==> config.mk <==
export PLATFORM = sky130hd
export DESIGN_NAME = multicycle_control_flat
export DESIGN_NICKNAME = d
export VERILOG_FILES = /design/src/rtl/multicycle_control_pkg.sv /design/src/rtl/multicycle_control_if.sv /design/src/rtl/multicycle_control_alu_dec.sv /design/src/rtl/multicycle_control.sv /design/src/flat_wrapper.sv
export SDC_FILE = /design/constraint.sdc
export NUM_CORES = 1
export LEC_CHECK = 0
export ABC_CLOCK_PERIOD_IN_PS = 2029
export CORE_MARGIN = 2
export CORE_UTILIZATION = 43
export DETAILED_ROUTE_END_ITERATION = 7
export PLACE_DENSITY = 0.76
export SLEW_MARGIN = 20
export SYNTH_ARGS = -nofsm -noshare
export SYNTH_HDL_FRONTEND = slang
export SYNTH_SLANG_ARGS = --single-unit
==> constraint.sdc <==
create_clock -name clk -period 2.03 [get_ports clk]
set_input_delay 0.406 -clock clk [delete_from_list [all_inputs] [get_ports clk]]
set_output_delay 0.406 -clock clk [all_outputs]
set_load 0.01 [all_outputs]
==> src/rtl/multicycle_control_pkg.sv <==
// cpu_ctrl_pkg: opcodes, ALU/imm codes, status bit indices, FSM states and control word shared by the multicycle controller.
package cpu_ctrl_pkg;
    localparam logic [6:0] OP_R  = 7'b0110011;
    localparam logic [6:0] OP_I  = 7'b0010011;
    localparam logic [6:0] OP_LW = 7'b0000011;
    localparam logic [6:0] OP_SW = 7'b0100011;
    localparam logic [6:0] OP_B  = 7'b1100011;
    localparam logic [4:0] ALU_ADD  = 5'd0;
    localparam logic [4:0] ALU_SUB  = 5'd1;
    localparam logic [4:0] ALU_AND  = 5'd2;
    localparam logic [4:0] ALU_OR   = 5'd3;
    localparam logic [4:0] ALU_XOR  = 5'd4;
    localparam logic [4:0] ALU_SLL  = 5'd5;
    localparam logic [4:0] ALU_SRL  = 5'd6;
    localparam logic [4:0] ALU_SRA  = 5'd7;
    localparam logic [4:0] ALU_SLT  = 5'd8;
    localparam logic [4:0] ALU_SLTU = 5'd9;
    localparam logic [1:0] IMM_I = 2'b00;
    localparam logic [1:0] IMM_S = 2'b01;
    localparam logic [1:0] IMM_B = 2'b10;
    localparam int ST_Z = 0;
    localparam int ST_N = 1;
    localparam int ST_C = 2;
    localparam int ST_V = 3;
    typedef enum logic [2:0] {S_FETCH, S_DECODE, S_EXEC, S_MEM, S_WB, S_HALT} state_t;
    typedef struct packed {
        logic       regRW;
        logic       ALUsrc;
        logic [1:0] immsrc;
        logic [4:0] ALUop;
        logic       mRW;
        logic       wb;
        logic       pc_en;
    } ctrl_t;
    localparam ctrl_t CTRL_DEF = '{regRW: 1'b0, ALUsrc: 1'b1, immsrc: IMM_I, ALUop: ALU_ADD,
                                   mRW: 1'b1, wb: 1'b0, pc_en: 1'b0};
    function automatic logic br_taken(input logic [2:0] f3, input logic z, input logic n, input logic v);
        return f3 == 3'b000 ? z : f3 == 3'b001 ? !z : f3 == 3'b100 ? (n ^ v) : f3 == 3'b101 ? !(n ^ v) : 1'b0;
    endfunction
endpackage

==> src/rtl/multicycle_control_if.sv <==
// multicycle_control_if: instruction/status inputs and per-state control outputs between controller and datapath.
interface multicycle_control_if #(parameter int CNT_W = 32);
    logic [31:0]      instr;
    logic [3:0]       status;
    logic             regRW;
    logic             ALUsrc;
    logic [1:0]       immsrc;
    logic [4:0]       ALUop;
    logic             mRW;
    logic             wb;
    logic             pcsrc;
    logic             pc_en;
    logic             illegal;
    logic [CNT_W-1:0] retired;
    modport master (input instr, status,
                    output regRW, ALUsrc, immsrc, ALUop, mRW, wb, pcsrc, pc_en, illegal, retired);
    modport slave  (output instr, status,
                    input regRW, ALUsrc, immsrc, ALUop, mRW, wb, pcsrc, pc_en, illegal, retired);
endinterface

==> src/rtl/multicycle_control_alu_dec.sv <==
// alu_dec: maps opcode/funct3/funct7 to an ALU operation and flags unsupported encodings.
module alu_dec
    import cpu_ctrl_pkg::*;
(
    input  logic [6:0] opcode,
    input  logic [2:0] funct3,
    input  logic [6:0] funct7,
    output logic [4:0] alu_op,
    output logic       legal
);
    logic [4:0] base;
    logic       f7_zero;
    logic       f7_alt;
    always_comb begin
        f7_zero = funct7 == 7'b0000000;
        f7_alt  = funct7 == 7'b0100000;
        case (funct3)
            3'b000:  base = ALU_ADD;
            3'b001:  base = ALU_SLL;
            3'b010:  base = ALU_SLT;
            3'b011:  base = ALU_SLTU;
            3'b100:  base = ALU_XOR;
            3'b101:  base = ALU_SRL;
            3'b110:  base = ALU_OR;
            default: base = ALU_AND;
        endcase
        alu_op = ALU_ADD;
        legal  = 1'b0;
        case (opcode)
            OP_R: begin
                alu_op = !f7_alt ? base : funct3 == 3'b000 ? ALU_SUB : ALU_SRA;
                legal  = f7_zero || (f7_alt && (funct3 == 3'b000 || funct3 == 3'b101));
            end
            // funct7 is part of the immediate except for shifts
            OP_I: begin
                alu_op = (funct3 == 3'b101 && f7_alt) ? ALU_SRA : base;
                legal  = funct3 == 3'b001 ? f7_zero : funct3 == 3'b101 ? (f7_zero || f7_alt) : 1'b1;
            end
            OP_LW, OP_SW: legal = funct3 == 3'b010;
            OP_B: begin
                alu_op = ALU_SUB;
                legal  = funct3 inside {3'b000, 3'b001, 3'b100, 3'b101};
            end
            default: ;
        endcase
    end
endmodule

==> src/rtl/multicycle_control.sv <==
// multicycle_control: FETCH..WB controller spreading one instruction over several cycles with one pc_en per instruction.
module multicycle_control
    import cpu_ctrl_pkg::*;
#(
    parameter int CNT_W      = 32,
    parameter bit HALT_ILLEG = 1'b1
) (
    input logic clk,
    input logic rst,
    multicycle_control_if.master bus
);
    state_t           state;
    logic [31:0]      ir;
    ctrl_t            ctrl;
    logic             br_exec;
    logic             ill;
    logic [CNT_W-1:0] cnt;
    logic [4:0]       alu_op;
    logic             legal;
    logic [6:0]       opc;
    logic             unused_bits;
    assign opc = ir[6:0];
    alu_dec u_dec (.opcode(ir[6:0]), .funct3(ir[14:12]), .funct7(ir[31:25]), .alu_op(alu_op), .legal(legal));
    always_ff @(posedge clk) begin
        if (rst) begin
            state   <= S_FETCH;
            ir      <= '0;
            ctrl    <= CTRL_DEF;
            br_exec <= 1'b0;
            ill     <= 1'b0;
            cnt     <= '0;
        end else begin
            ctrl    <= CTRL_DEF;
            br_exec <= 1'b0;
            cnt     <= cnt + CNT_W'(ctrl.pc_en);
            case (state)
                S_FETCH: begin
                    ir    <= bus.instr;
                    state <= S_DECODE;
                end
                S_DECODE: begin
                    if (!legal && HALT_ILLEG) begin
                        state <= S_HALT;
                        ill   <= 1'b1;
                    end else if (!legal) begin
                        state       <= S_WB;
                        ctrl.pc_en  <= 1'b1;
                    end else begin
                        state       <= S_EXEC;
                        ctrl.ALUsrc <= opc == OP_R || opc == OP_B;
                        ctrl.immsrc <= opc == OP_SW ? IMM_S : opc == OP_B ? IMM_B : IMM_I;
                        ctrl.ALUop  <= alu_op;
                        ctrl.pc_en  <= opc == OP_B;
                        br_exec     <= opc == OP_B;
                    end
                end
                // ALU controls stay put after EXEC: the datapath has no result latch
                S_EXEC: begin
                    state <= opc == OP_B ? S_FETCH : (opc == OP_LW || opc == OP_SW) ? S_MEM : S_WB;
                    if (opc != OP_B) begin
                        ctrl.ALUsrc <= ctrl.ALUsrc;
                        ctrl.immsrc <= ctrl.immsrc;
                        ctrl.ALUop  <= ctrl.ALUop;
                    end
                    ctrl.regRW <= opc == OP_R || opc == OP_I;
                    ctrl.mRW   <= opc != OP_SW;
                    ctrl.pc_en <= opc != OP_B && opc != OP_LW;
                end
                S_MEM: begin
                    state <= opc == OP_LW ? S_WB : S_FETCH;
                    if (opc == OP_LW) begin
                        ctrl.ALUsrc <= ctrl.ALUsrc;
                        ctrl.immsrc <= ctrl.immsrc;
                        ctrl.ALUop  <= ctrl.ALUop;
                        ctrl.regRW  <= 1'b1;
                        ctrl.wb     <= 1'b1;
                        ctrl.pc_en  <= 1'b1;
                    end
                end
                S_WB:    state <= S_FETCH;
                default: ;
            endcase
        end
    end
    assign bus.regRW   = ctrl.regRW;
    assign bus.ALUsrc  = ctrl.ALUsrc;
    assign bus.immsrc  = ctrl.immsrc;
    assign bus.ALUop   = ctrl.ALUop;
    assign bus.mRW     = ctrl.mRW;
    assign bus.wb      = ctrl.wb;
    assign bus.pc_en   = ctrl.pc_en;
    assign bus.pcsrc   = !(br_exec && br_taken(ir[14:12], bus.status[ST_Z], bus.status[ST_N], bus.status[ST_V]));
    assign bus.illegal = ill;
    assign bus.retired = cnt;
    assign unused_bits = ^{ir[24:15], ir[11:7], bus.status[ST_C]};
endmodule

==> src/flat_wrapper.sv <==
// flat-port wrapper written by rule: the top's interface ports become plain ports
module multicycle_control_flat import cpu_ctrl_pkg::*;
#(
    parameter int CNT_W      = 32,
    parameter bit HALT_ILLEG = 1'b1
)
  (clk, rst, bus_instr, bus_status, bus_regRW, bus_ALUsrc, bus_immsrc, bus_ALUop, bus_mRW, bus_wb, bus_pcsrc, bus_pc_en, bus_illegal, bus_retired);
  multicycle_control_if #(.CNT_W(CNT_W)) bus_i ();
  input logic clk;
  input logic rst;
  input wire logic [$bits(bus_i.instr)-1:0] bus_instr;
  input wire logic [$bits(bus_i.status)-1:0] bus_status;
  output wire logic [$bits(bus_i.regRW)-1:0] bus_regRW;
  output wire logic [$bits(bus_i.ALUsrc)-1:0] bus_ALUsrc;
  output wire logic [$bits(bus_i.immsrc)-1:0] bus_immsrc;
  output wire logic [$bits(bus_i.ALUop)-1:0] bus_ALUop;
  output wire logic [$bits(bus_i.mRW)-1:0] bus_mRW;
  output wire logic [$bits(bus_i.wb)-1:0] bus_wb;
  output wire logic [$bits(bus_i.pcsrc)-1:0] bus_pcsrc;
  output wire logic [$bits(bus_i.pc_en)-1:0] bus_pc_en;
  output wire logic [$bits(bus_i.illegal)-1:0] bus_illegal;
  output wire logic [$bits(bus_i.retired)-1:0] bus_retired;
  assign bus_i.instr = bus_instr;
  assign bus_i.status = bus_status;
  assign bus_regRW = bus_i.regRW;
  assign bus_ALUsrc = bus_i.ALUsrc;
  assign bus_immsrc = bus_i.immsrc;
  assign bus_ALUop = bus_i.ALUop;
  assign bus_mRW = bus_i.mRW;
  assign bus_wb = bus_i.wb;
  assign bus_pcsrc = bus_i.pcsrc;
  assign bus_pc_en = bus_i.pc_en;
  assign bus_illegal = bus_i.illegal;
  assign bus_retired = bus_i.retired;
  multicycle_control #(.CNT_W(CNT_W), .HALT_ILLEG(HALT_ILLEG)) u_core (.clk(clk), .rst(rst), .bus(bus_i));
endmodule
Yosys cells after proc, flatten, opt, wreduce, memory -nomap -nowiden:

Cells that the tools add are included.

* input port bits: 38
* logic and storage cells: 90
* register bits: 81

* reduce and logical (&&, ||, !) cells: 24
* muxes and demuxes: 27
* add/subtract/negate cells: 1
* equal/unequal tests: 21
* bitwise gates (word level): 5

Operator list (number)
* $add 32x1->32: 1
* $pmux 4 s7: 1
* $pmux 8 s3: 1
* $eq 7x6->1 const B: 3
* $mux 8: 2
* $mux 3: 5
* $pmux 3 s5: 1
* $pmux 5 s3: 1
* $eq 3x2->1 const B: 4
* $eq 3x3->1 const B: 4
* $mux 5: 2
* $mux 9: 1
* $reduce_or 2->1: 4
* $eq 7x2->1 const B: 1
* $eq 7x5->1 const B: 1
* $eq 7x7->1 const B: 1
* $logic_not 7->1: 1
* $mux 1: 7
* $ne 7x2->1 const B: 1
* $ne 7x6->1 const B: 1
* $ne 7x7->1 const B: 1
* $eq 3x1->1 const B: 2
* $logic_not 3->1: 2
* $logic_or 1x1->1: 6
* other kinds (12): 24

Depth between registers and ports, before layout:

* depth in word-level cells: 8
* mapped depth: 7

Modules after synthesis:

A second synthesis with hierarchy kept.

* cell total of the unflattened synthesis: 356
* area, all modules: 3084.2 µm²

By module, submodules not included
* multicycle_control: area an instance 2856.5 µm², cells each 324, seq. area each 1321.3 µm², instances 1
* alu_dec: area an instance 227.7 µm², cells each 32, seq. area each 0.0 µm², instances 1

Worst setup path before layout:

Ideal clock, no wire load.

* kind: register to register
* start point: reg u_core.ir[12]
* end point: reg u_core.bus.pc_en (netlist name)
* arrival: 1.951 ns
* cell stages (with the launch flop): 7
* slack: -0.024 ns
* clock period less this slack: 2.054 ns
* path through: dfxtp_1 > buf_6 > or4b_4 > a211oi_2 > a311oi_2 > or3_1 > a2111oi_2

* word-level cells in the longest chain between the ends: 7
* elaborated cells between the ends (all ways): 14

Ends and longest elaborated chain
* start, declared: line multicycle_control.sv:13 `logic [31:0] ir;`
* start signal, assigned: line multicycle_control.sv:38 `ir <= bus.instr;`
* $eq 3x3->1 / $logic_not 3->1 (equally long branches): line multicycle_control_alu_dec.sv:32, multicycle_control_alu_dec.sv:37, multicycle_control_alu_dec.sv:42
* $logic_or 1x1->1: line multicycle_control_alu_dec.sv:32 `legal = f7_zero || (f7_alt && (funct3 == 3'b000 || funct3 == 3'b101));`
* $logic_and 1x1->1: line multicycle_control_alu_dec.sv:32
* $logic_or 1x1->1: line multicycle_control_alu_dec.sv:32
* $pmux 1 s4 *: line multicycle_control_alu_dec.sv:29 `case (opcode)`
* $mux 1 *: line multicycle_control.sv:42 `if (!legal && HALT_ILLEG) begin`
* $pmux 1 s3 *: line multicycle_control.sv:36 `case (state)`

Mark *: on every way between the ends. The rest lies on a longest branch, timed or not.
A chain may end at the register's enable or synchronous reset.

Final worst setup path:

* start point: reg u_core.ir[12]
* end point: reg u_core.bus.pc_en (netlist name)

* word-level cells in the longest chain between the ends: 7
* elaborated cells between the ends (all ways): 14

Ends and longest elaborated chain (line)
* $eq 3x3->1 / $logic_not 3->1 (equally long branches): multicycle_control_alu_dec.sv:32, multicycle_control_alu_dec.sv:37, multicycle_control_alu_dec.sv:42
* $logic_or 1x1->1: multicycle_control_alu_dec.sv:32
* $logic_and 1x1->1: multicycle_control_alu_dec.sv:32
* $logic_or 1x1->1: multicycle_control_alu_dec.sv:32
* $pmux 1 s4 *: multicycle_control_alu_dec.sv:29
* $mux 1 *: multicycle_control.sv:42
* $pmux 1 s3 *: multicycle_control.sv:36

Marked as above.

==> results.ini <==
[routing]
wire_per_inst_microns=13.0
via_count=2763
drt_iter0_markers=145
firstDrtPassIters=4
routed_via_density=5.30
final_antenna_net_count=0
drt_wl_total_microns=6770
drc=0

[synthesis]
ys_seq_area_frac=0.442
synth_cell_types=49
syn_nets=396
synthCells=356
avgSynthCellArea_sq_um=8.26
syn_area_sq_mm=0.00294
synth_edf_count=0
synth_flop_cell=dfxtp_1
synth-seq-cells=65
synth_warnings=0
async_flop_share=0

[hold_path]
hold_path_end=u_core.br_exec
hp-class=input port to flop
hold_start=rst
whs_path_depth=2

[global_routing]
grt_pass1_wl_microns=11400
grt_antenna_before_repair=0
grt_max_degree=29
first_global_vias=2569
overflow=0
grt_usage=0.189

[worst_setup_path]
cp.arrival_ns=2.20
timing.rr.end=u_core.bus.pc_en
max_stage_delay_ns=0.53
rr_worst_depth=5
r2r_start=u_core.ir[12]
cp-start-kind=flop
path_class=flop to flop
path_cells=or4b_4, a211oi_2, a311oi_2, or3_1, a2111oi_4
path_buf_inv=0
critPathMaxFanout=5
reg2reg_slack_ns=0.07
cp.required_ns=2.27
end_kind=flop
cp_top_family=simple AND/OR/NAND/NOR gates
slowest_stage=or4b_4

[timing]
tightest_slew_ns=0.541
slew_viol_final=0
clock_skew_ns=0.00892
max_freq_mhz=511
relSlewSlack=0.639
finalSetupViolCount=0
hold_violations=0
fin_crit_ns=1.96
min_period_over_period=0.965
fin_setup_tns_ns=0

[layout]
most-common-layout-cells=clkdlybuf4s50_1, dfxtp_1, nand2_1, nor2_1, buf_4
fill_cells=579
drive_gt1_frac=0.132
layout.nets=476
final_area_sq_mm=0.00402
n_antenna_cell=0
fin_util=0.599
syn_to_final_growth_pct=36.8

[clock_network]
clk_path_buf_depth=2
cts_sinks=65
path_clk_slew_ns=0.08
cts_tree=done
clock-root-buffer=clkbuf_8
numCtsBuffers=9
cts_hold_buf=0
clk_latency_ns=0.34
cts_max_level=3

[floorplan]
core_region_area_sq_mm=0.00672
start_util=0.438
die_w_microns=86.7
dieArea_sq_mm=0.00752
die_h_microns=86.7
placementRows=30
io_pins=84

[power]
ir_drop_mv=0.407
powerDensity_mw_per_mm2=661
p_leak_nw=1.46

[status]
status=completed

[run]
drv_cap=0

[placed_design]
place_hpwl_microns=4730
place_congestion=0.889
place_area_sq_mm=0.00377
portBuffers=66

## kinds of logic (layout without fill, tap and decap cells)
| group | Yosys count | in the layout | share of synthesized area |
|---|---|---|---|
| AOI/OAI and AO/OA | 60 | 60 | 0.128 |
| xor gates and xnor gates | 26 | 26 | 0.0774 |
| adders and majority gates | 2 | 2 | 0.00851 |
| buffers and inverters | 30 | 115 | 0.0442 |
| DFF | 65 | 65 | 0.442 |
| muxes | 1 | 1 | 0.00340 |
| other | 1 | 1 | 0.00127 |
| and+or+nand+nor | 171 | 171 | 0.294 |
## final cells by class
cell class | count | area [sq um] | share of cell area
Multi-Input combinational cell | 261 | 1550 | 0.385
Sequential cell | 65 | 1300 | 0.324
Timing Repair Buffer | 93 | 853 | 0.212
Clock buffer | 11 | 141 | 0.0351
Tap cell | 80 | 100 | 0.0249
Clock inverter | 5 | 55.1 | 0.0137
Inverter | 6 | 22.5 | 0.00560
## worst reg2reg max path: cells and delay by family (launching register included)
family,cells,cell delay (ns)
simple gates,2,0.91
flops,1,0.34
compound gates,3,0.61
## routing by layer
| metal | vias to the layer above | wire length, microns | GRT usage |
|---|---|---|---|
| li1 | 1395 | - | - |
| met1 | 1278 | 3160 | 0.247 |
| met2 | 79 | 3180 | 0.304 |
| met3 | 11 | 331 | 0.0343 |
| met4 | 0 | 104 | 0.0824 |
| met5 | - | 0 | 0 |
## worst max-delay path by stage
stage	start	endpoint	slack (ns)	cells after the start
after floorplan	u_core.ir[12]	u_core.bus.pc_en	0.01	6
after global placement	bus_status[3]	bus_pcsrc	-0.20	6
after detailed placement	bus_status[3]	bus_pcsrc	-0.26	6
after CTS	bus_status[3]	bus_pcsrc	0.005	6
after global routing	u_core.bus.pc_en	u_core.bus.retired[28]	-0.02	7
final	u_core.ir[12]	u_core.bus.pc_en	0.07	5
## stage by stage
step	std cells	hold slack [ns]	power, mW	setup WS, ns
2_1_floorplan	356	0.431	1.49	0.0146
3_3_place_gp	502	0.436	1.58	-0.197
3_5_place_dp	502	0.441	1.58	-0.256
4_1_cts	518	0.361	2.67	0.00465
5_1_grt	521	0.365	2.76	-0.0192
6_report	521	0.365	2.66	0.0713
## registers in the layout, summed over array words and instances, names as in the netlist
signal / cells
u_core.bus.illegal: 1
u_core.br_exec: 1
u_core.bus.ALUsrc: 1
u_core.ir: 17
u_core.bus.immsrc: 2
u_core.bus.wb: 1
u_core.bus.regRW: 1
u_core.bus.mRW: 1
u_core.bus.pc_en: 1
u_core.state: 3
u_core.bus.retired: 32
u_core.bus.ALUop: 4
## synth_stat cells, types with 4 or more instances
library cell | number | area (sq um)
clkbuf_1 | 17 | 63.8
nor3_1 | 12 | 60.1
nand2b_1 | 5 | 31.3
o21ai_0 | 11 | 55.1
nor4_1 | 6 | 37.5
nor2b_1 | 4 | 25.0
xnor2_1 | 6 | 52.6
dfxtp_1 | 65 | 1300
nand4_1 | 10 | 62.6
inv_1 | 6 | 22.5
nand2_1 | 49 | 184
or3_1 | 9 | 56.3
and3_1 | 6 | 37.5
xor2_1 | 20 | 175
nor2_1 | 37 | 139
nand3_1 | 17 | 85.1
a21oi_1 | 27 | 135
## power by group
group          internal (mW)  total [mW]  switching (mW)
Combinational          0.113       0.236           0.123
Clock                  0.597        1.10           0.500
Sequential              1.30        1.32          0.0219
## what timing repair did
item,4_1_cts,5_1_grt
setup endpoints to repair,2,12
setup buffers,0,3
pin swaps,3,3
gates resized for setup,3,8
Note: power is estimated with default switching activity, not from simulation.
